## src/rtl/sp_eval_pkg.sv

```systemverilog
// Shared types and constants for the PPU sprite evaluation slice: the
// secondary OAM slot layout, sprite geometry and the evaluation FSM states.
package sp_eval_pkg;

    localparam int SPRITE_WIDTH = 8;
    localparam int SPRITE_H8    = 8;
    localparam int SPRITE_H16   = 16;
    localparam int OAM_ENTRIES  = 64;
    localparam int SEC_ENTRIES  = 8;

    typedef struct packed {
        logic [7:0]              y_pos;
        logic [7:0]              tile_idx;
        logic [7:0]              attribute;
        logic [7:0]              x_pos;
        logic [SPRITE_WIDTH-1:0] bitmap_lo;
        logic [SPRITE_WIDTH-1:0] bitmap_hi;
        logic                    active;
    } second_oam_t;

    typedef enum logic [2:0] {
        IDLE,
        CLEAR,
        SCAN_Y,
        SCAN_CHK,
        COPY,
        FETCH_LO,
        FETCH_HI,
        DONE
    } sp_eval_state_t;

endpackage

```

## src/rtl/sp_eval_if.sv

```systemverilog
// Memory-side bus of the sprite evaluator: primary OAM read port and the
// VRAM pattern fetch handshake.
interface sp_eval_if;

    logic [7:0]  oam_addr;
    logic [7:0]  oam_rd_data;
    logic        vram_req;
    logic [13:0] vram_addr;
    logic        vram_ack;
    logic [7:0]  vram_rd_data;

    modport master (
        output oam_addr, vram_req, vram_addr,
        input  oam_rd_data, vram_ack, vram_rd_data
    );

    modport slave (
        input  oam_addr, vram_req, vram_addr,
        output oam_rd_data, vram_ack, vram_rd_data
    );

endinterface

```

## src/rtl/sp_pattern_addr.sv

```systemverilog
// Pattern-table byte address for one sprite row and bitplane. Only the low
// nibbles of row and y matter: the offset into a sprite never exceeds 15.
import sp_eval_pkg::*;

module sp_pattern_addr (
    input  logic [3:0]  row,
    input  logic [3:0]  y_pos,
    input  logic [7:0]  tile,
    input  logic        vflip,
    input  logic        size16,
    input  logic        pt_sel,
    input  logic        plane,
    output logic [13:0] addr
);

    logic [3:0] fy_raw;
    logic [3:0] fy;

    always_comb begin
        fy_raw = row - y_pos;
        fy     = vflip ? ((size16 ? 4'(SPRITE_H16 - 1) : 4'(SPRITE_H8 - 1)) - fy_raw) : fy_raw;
        // 8x16 sprites pick their table from tile bit 0 and span two tiles.
        if (size16) addr = {1'b0, tile[0], tile[7:1], fy[3], plane, fy[2:0]};
        else        addr = {1'b0, pt_sel, tile, plane, fy[2:0]};
    end

endmodule

```

## src/rtl/sp_eval.sv

```systemverilog
// Per-scanline sprite evaluation: scans primary OAM into a working secondary
// OAM, fetches pattern bitplanes, and publishes the buffer on line_swap.
import sp_eval_pkg::*;

module sp_eval (
    input  logic                           clk,
    input  logic                           rst,
    input  logic                           eval_start,
    input  logic [8:0]                     row,
    input  logic                           sp_size16,
    input  logic                           sp_pt_sel,
    input  logic                           line_swap,
    sp_eval_if.master                      bus,
    output second_oam_t [SEC_ENTRIES-1:0]  sec_oam,
    output logic                           sp_overflow,
    output logic                           sp0_present,
    output logic                           busy,
    output logic                           eval_done
);

    localparam logic [5:0] LAST_ENTRY = 6'(OAM_ENTRIES - 1);

    sp_eval_state_t                 state, state_n;
    logic [5:0]                     n;
    logic [3:0]                     s;
    logic [1:0]                     cidx;
    logic [8:0]                     row_q;
    logic                           size16_q, pt_sel_q;
    second_oam_t [SEC_ENTRIES-1:0]  work;
    logic                           work_ovf, work_sp0;
    logic                           req_q;

    logic [2:0] slot;
    logic [8:0] y_ext, h;
    logic       in_range, last_entry, slot_active, ack_hit;

    assign slot        = s[2:0];
    assign y_ext       = {1'b0, bus.oam_rd_data};
    assign h           = size16_q ? 9'(SPRITE_H16) : 9'(SPRITE_H8);
    assign in_range    = (y_ext <= row_q) && (row_q < y_ext + h);
    assign last_entry  = (n == LAST_ENTRY);
    assign slot_active = work[slot].active;
    assign ack_hit     = req_q && bus.vram_ack;
    assign bus.vram_req = req_q;

    sp_pattern_addr u_pattern_addr (
        .row    (row_q[3:0]),
        .y_pos  (work[slot].y_pos[3:0]),
        .tile   (work[slot].tile_idx),
        .vflip  (work[slot].attribute[7]),
        .size16 (size16_q),
        .pt_sel (pt_sel_q),
        .plane  (state == FETCH_HI),
        .addr   (bus.vram_addr)
    );

    always_comb begin
        // NOTE: every output gets a default before the case so no path infers a latch.
        state_n      = state;
        bus.oam_addr = '0;
        busy         = (state != IDLE);
        eval_done    = (state == DONE);
        case (state)
            CLEAR:  state_n = SCAN_Y;
            SCAN_Y: begin
                bus.oam_addr = {n, 2'b00};
                state_n      = SCAN_CHK;
            end
            SCAN_CHK: begin
                // Tile byte is requested speculatively so an accepted entry copies back-to-back.
                bus.oam_addr = {n, 2'b01};
                if (in_range && !s[3]) state_n = COPY;
                else if (last_entry)   state_n = FETCH_LO;
                else                   state_n = SCAN_Y;
            end
            COPY: begin
                bus.oam_addr = {n, (cidx == 2'd0) ? 2'b10 : 2'b11};
                if (cidx == 2'd2) state_n = last_entry ? FETCH_LO : SCAN_Y;
            end
            FETCH_LO: begin
                if (!slot_active) begin
                    if (slot == 3'd7) state_n = DONE;
                end else if (ack_hit) begin
                    state_n = FETCH_HI;
                end
            end
            FETCH_HI: if (ack_hit) state_n = (slot == 3'd7) ? DONE : FETCH_LO;
            DONE:     state_n = IDLE;
            default:  state_n = IDLE;
        endcase
        if (eval_start) state_n = CLEAR;
    end

    always_ff @(posedge clk) begin
        if (rst) begin
            state       <= IDLE;
            n           <= '0;
            s           <= '0;
            cidx        <= '0;
            row_q       <= '0;
            size16_q    <= 1'b0;
            pt_sel_q    <= 1'b0;
            // NOTE: both slot arrays are reset so a swap right after reset publishes all-inactive.
            work        <= '0;
            sec_oam     <= '0;
            work_ovf    <= 1'b0;
            work_sp0    <= 1'b0;
            sp_overflow <= 1'b0;
            sp0_present <= 1'b0;
            req_q       <= 1'b0;
        end else begin
            state <= state_n;

            if (line_swap) begin
                if (busy) begin
                    sec_oam     <= '0;
                    sp0_present <= 1'b0;
                end else begin
                    sec_oam     <= work;
                    sp_overflow <= work_ovf;
                    sp0_present <= work_sp0;
                end
            end

            if (eval_start) begin
                row_q    <= row;
                size16_q <= sp_size16;
                pt_sel_q <= sp_pt_sel;
                work_ovf <= 1'b0;
                work_sp0 <= 1'b0;
                req_q    <= 1'b0;
            end else begin
                case (state)
                    CLEAR: begin
                        work <= '0;
                        n    <= '0;
                        s    <= '0;
                    end
                    SCAN_CHK: begin
                        if (in_range && !s[3]) begin
                            work[slot].y_pos  <= bus.oam_rd_data;
                            work[slot].active <= 1'b1;
                            cidx              <= '0;
                            if (n == 6'd0) work_sp0 <= 1'b1;
                        end else begin
                            if (in_range) work_ovf <= 1'b1;
                            n <= n + 6'd1;
                            if (last_entry) s <= '0;
                        end
                    end
                    COPY: begin
                        case (cidx)
                            2'd0:    work[slot].tile_idx  <= bus.oam_rd_data;
                            2'd1:    work[slot].attribute <= bus.oam_rd_data;
                            default: work[slot].x_pos     <= bus.oam_rd_data;
                        endcase
                        cidx <= cidx + 2'd1;
                        if (cidx == 2'd2) begin
                            n <= n + 6'd1;
                            s <= last_entry ? 4'd0 : s + 4'd1;
                        end
                    end
                    FETCH_LO, FETCH_HI: begin
                        if (!slot_active) begin
                            s <= s + 4'd1;
                        end else if (!req_q) begin
                            req_q <= 1'b1;
                        end else if (bus.vram_ack) begin
                            req_q <= 1'b0;
                            if (state == FETCH_LO) begin
                                work[slot].bitmap_lo <= bus.vram_rd_data;
                            end else begin
                                work[slot].bitmap_hi <= bus.vram_rd_data;
                                s <= s + 4'd1;
                            end
                        end
                    end
                    default: ;
                endcase
            end
        end
    end

endmodule

```

## src/flat_wrapper.sv

```systemverilog
// flat-port wrapper written by rule: the top's interface ports become plain ports
module sp_eval_flat 
  (clk, rst, eval_start, row, sp_size16, sp_pt_sel, line_swap, sec_oam, sp_overflow, sp0_present, busy, eval_done, bus_oam_addr, bus_vram_req, bus_vram_addr, bus_oam_rd_data, bus_vram_ack, bus_vram_rd_data);
  sp_eval_if bus_i ();
  input  logic clk;
  input  logic rst;
  input  logic eval_start;
  input  logic [8:0] row;
  input  logic sp_size16;
  input  logic sp_pt_sel;
  input  logic line_swap;
  output second_oam_t [SEC_ENTRIES-1:0] sec_oam;
  output logic sp_overflow;
  output logic sp0_present;
  output logic busy;
  output logic eval_done;
  output wire logic [$bits(bus_i.oam_addr)-1:0] bus_oam_addr;
  output wire logic [$bits(bus_i.vram_req)-1:0] bus_vram_req;
  output wire logic [$bits(bus_i.vram_addr)-1:0] bus_vram_addr;
  input wire logic [$bits(bus_i.oam_rd_data)-1:0] bus_oam_rd_data;
  input wire logic [$bits(bus_i.vram_ack)-1:0] bus_vram_ack;
  input wire logic [$bits(bus_i.vram_rd_data)-1:0] bus_vram_rd_data;
  assign bus_oam_addr = bus_i.oam_addr;
  assign bus_vram_req = bus_i.vram_req;
  assign bus_vram_addr = bus_i.vram_addr;
  assign bus_i.oam_rd_data = bus_oam_rd_data;
  assign bus_i.vram_ack = bus_vram_ack;
  assign bus_i.vram_rd_data = bus_vram_rd_data;
  sp_eval u_core (.clk(clk), .rst(rst), .eval_start(eval_start), .row(row), .sp_size16(sp_size16), .sp_pt_sel(sp_pt_sel), .line_swap(line_swap), .bus(bus_i), .sec_oam(sec_oam), .sp_overflow(sp_overflow), .sp0_present(sp0_present), .busy(busy), .eval_done(eval_done));
endmodule
```

## config.mk

```make
export PLATFORM = sky130hd
export DESIGN_NAME = sp_eval_flat
export DESIGN_NICKNAME = d
export VERILOG_FILES = /design/src/rtl/sp_eval_pkg.sv /design/src/rtl/sp_eval_if.sv /design/src/rtl/sp_pattern_addr.sv /design/src/rtl/sp_eval.sv /design/src/flat_wrapper.sv
export SDC_FILE = /design/constraint.sdc
export NUM_CORES = 2
export LEC_CHECK = 0
export BUFFER_PORTS_ARGS = -buffer_cell sky130_fd_sc_hd__buf_2
export CAP_MARGIN = 20
export CORE_UTILIZATION = 40
export CTS_BUF_LIST = sky130_fd_sc_hd__clkbuf_16
export DETAILED_ROUTE_END_ITERATION = 8
export MAX_ROUTING_LAYER = met4
export PLACE_DENSITY_LB_ADDON = 0.3
export RECOVER_POWER = 50
export SLEW_MARGIN = 10
export SYNTH_ARGS = -nofsm -noshare
export SYNTH_HDL_FRONTEND = slang
export SYNTH_SLANG_ARGS = --single-unit
```

## constraint.sdc

```tcl
create_clock -name clk -period 7.4 [get_ports clk]
set_input_delay 0.37 -clock clk [delete_from_list [all_inputs] [get_ports clk]]
set_output_delay 0.37 -clock clk [all_outputs]
set_load 0.005 [all_outputs]
```

==> flow_summary.ini <==
[sta]
finalSetupViolCount = 0
fmax_ghz = 0.189
finalCritPeriodShare_pct = 71.6
finalHoldViolCount = 0
worstMarginPinSlew_ns = 4.33
period_minus_slack_ns = 5.30
finalClockSkew_ns = 0.0344
maxSlewHeadroom_pct = -189
rsz0062_at_grt = no
tns_ns = 0
maxSlewViolCount = 672

[min_path]
hold_class = in -> reg
min-delay-start = bus_vram_rd_data[6]
hold_path_depth = 2
whs_endpoint = u_core.work[252]$_SDFFE_PP0P_

[worst_setup_path]
startpoint_type = primary input
r2r_slack_ns = 2.27
cp.arrival_ns = 5.66
worst_path_largest_cell_delay_ns = 2.69
worstSetupPathType = in -> reg
reg2reg_to = u_core.sec_oam[347]$_SDFFE_PP0P_
critPathSlowestCell = clkbuf_1
r2r-start = u_core.state[0]$_SDFFE_PP0P_
end_kind = flop
crit_fanout = 187
cp_data_required_time_ns = 7.76
reg2reg_depth = 4
path_cells = buf_8 > clkbuf_4 > clkbuf_1 > nor2_1

[clocking]
cts_tree = yes
cts_root_buf = clkbuf_16
clock_path_buffers = 3
cts_sinks = 815
clk_pin_slew_ns = 0.06
numCtsBuffers = 87
ctsResizeCount = 0
htree_levels = 3
clock_latency_ns = 0.65

[global_route]
grt_pass1_vias = 26526
grtUsageTotal_pct = 28.3
gr-total-overflow = 0
grt_pass1_wl_mm = 171
antenna_found_initial = 5
grt_max_degree = 251

[floorplan]
rows = 102
start_util_pct = 40.7
coreArea_um2 = 78000
die_y_um = 284
die_area_um2 = 80400
io_pins = 451
dieWidth_um = 284

[place]
io_buffers = 449
dp_hpwl_mm = 77.5
gp_congestion = 0.927
place_area_um2 = 34500

[drt]
vias_per_cell = 5.61
dr.pass1.iters = 6
drt_first_iter_violations = 2595
antenna_left = 0
drc = 0
num_vias = 28310
wl_per_cell_um = 22.8
wl_mm = 115

[final_layout]
ff_latch_area_um2 = 16300
fillers = 7762
multi_input_area_um2 = 14200
stdcell_area_um2 = 37100
fin_nets = 3988
syn_to_final_growth_pct = 17.1
drive_gt1_share_pct = 10.7

[logic_synthesis]
synth_nets = 3692
ys_types = 67
syn_area_um2 = 31700
synthFlopType = dfxtp_1
yosys_warnings = 0
ys_seq_area_share_pct = 51.5
ys_ff_latch = 815
synth_edf_count = 0
synthArstFlopShare_pct = 0
syn_inst = 3629
synth.avg_cell_area_um2 = 8.74

[pwr]
ir_drop_mv = 0.161
power_leakage_nw = 13.0
pwr_density_cell_nw_per_um2 = 247

[run]
cap_viol_max_count = 4

[outcome]
failed_checks = capacitance limit, slew limit
status = finished, violations left
## what timing repair did
action | in CTS | in global routing
hold buffers | 11 | 0
endpoints found under the hold margin | 11 | 0
buffers inserted | 0 | 0
## sequential cells by signal (all words and copies together) (netlist names)
| register | flops |
|---|---|
| u_core.s | 4 |
| u_core.sp_overflow | 1 |
| u_core.n | 6 |
| u_core.sp0_present | 1 |
| u_core.row_q | 9 |
| u_core.state | 3 |
| u_core.pt_sel_q | 1 |
| u_core.work_ovf | 1 |
| u_core.cidx | 2 |
| u_core.sec_oam | 392 |
| u_core.work | 392 |
| u_core.work_sp0 | 1 |
| u_core.size16_q | 1 |
| u_core.bus.vram_req | 1 |
## routing by layer
metal  GRT usage (%)  wire length (µm)  vias up
li1                -                 -    13339
met1            36.0             48200    13608
met2            43.4             52700     1173
met3            6.27              9640      190
met4            11.5              4370        0
met5               -                 0        -
## critical path, delay by kind of cell
kind	cells	cell delay, ns
buffers and inverters	3	4.69
and+or+nand+nor	1	0.15
## worst max path at each step
stage | from | endpoint | slack [ns] | depth (start not counted)
3_5_place_dp | bus_oam_rd_data[3] | u_core.work[46]$_SDFFE_PP0P_ | 3.30 | 14
3_3_place_gp | bus_oam_rd_data[3] | u_core.work[139]$_SDFFE_PP0P_ | 3.33 | 14
2_1_floorplan | bus_oam_rd_data[4] | u_core.n[2]$_SDFFE_PP0P_ | 4.05 | 13
6_report | rst | u_core.row_q[7]$_SDFFE_PP0P_ | 2.10 | 4
4_1_cts | u_core.s[2]$_SDFFE_PP0P_ | bus_vram_addr[4] | 3.09 | 12
5_1_grt | rst | u_core.sec_oam[237]$_SDFFE_PP0P_ | 1.75 | 4
## report_power, final
part	switching [mW]	leakage (nW)	internal (mW)
Sequential	0.00837	6.56	4.39
Clock	1.86	1.45	2.51
Combinational	0.302	5.04	0.0973
Total	2.17	13.0	7.00
## through the flow
step	setup WS [ns]	power, mW	hold WS [ns]	cells	util, %
floorplan	4.05	4.77	0.426	3629	-
global placement	3.33	4.89	0.436	4865	44.2
detailed placement	3.30	4.89	0.443	4865	44.2
CTS	3.09	9.23	0.0234	5038	48.0
global route	1.75	9.46	0.0496	5042	47.6
finish	2.10	9.17	0.0621	5044	47.6
## logic make-up (layout without fill, tap and decap cells)
| kind of cell | after synthesis | after routing | synth area share (%) |
|---|---|---|---|
| and+or+nand+nor | 1389 | 1389 | 22.0 |
| buffers and inverters | 314 | 683 | 3.94 |
| muxes | 18 | 18 | 0.580 |
| xor gates and xnor gates | 11 | 11 | 0.304 |
| AOI/OAI and AO/OA | 1050 | 1050 | 20.4 |
| DFF | 815 | 815 | 51.5 |
| other | 1 | 7 | 0.0118 |
| adders and majority gates | 31 | 31 | 1.27 |
## cell type report
type / instances / area share (%)
flip-flops and latches: 815 / 43.9
multi-input cells: 2500 / 38.2
clock buffers: 89 / 6.00
inverters: 27 / 0.273
repair buffers: 494 / 6.37
well taps: 1040 / 3.50
diodes: 6 / 0.0404
clock inverters: 73 / 1.71
## synth_stat cells, types with 16 or more instances
cell	instances	share of area, %
a22oi_1	109	2.6
o21ai_0	200	3.2
a211oi_1	17	0.40
inv_1	25	0.30
dfxtp_1	815	51
buf_1	16	0.19
nand2b_1	405	8.0
clkbuf_1	236	2.8
a21oi_1	479	7.6
a22o_1	121	3.3
nand2_1	278	3.3
nand3_1	414	6.5
buf_2	27	0.43
ha_1	29	1.1
nor2_1	208	2.5
## cell usage in the layout, fill, tap and decap left out, drive strengths merged, types with 7 or more instances in the layout
master	Yosys	layout
a211oi	18	18
a21o	11	11
a21oi	479	479
a221oi	8	8
a22o	121	121
a22oi	109	109
a31oi	10	10
a32o	8	8
a32oi	14	14
and2	25	25
and3	14	14
buf	51	256
bufinv	0	9
clkbuf	236	316
clkinv	1	41
clkinvlp	0	7
dfxtp	815	815
dlygate4sd3	0	11
ha	29	29
inv	26	43
mux2i	15	15
nand2	278	278
nand2b	405	405
nand3	414	414
nand4	9	9
nor2	208	208
nor2b	11	11
nor3	10	10
o21ai	215	215
o221ai	14	14
o22ai	10	10
o31ai	9	9
(Power assumes the default switching activity.)
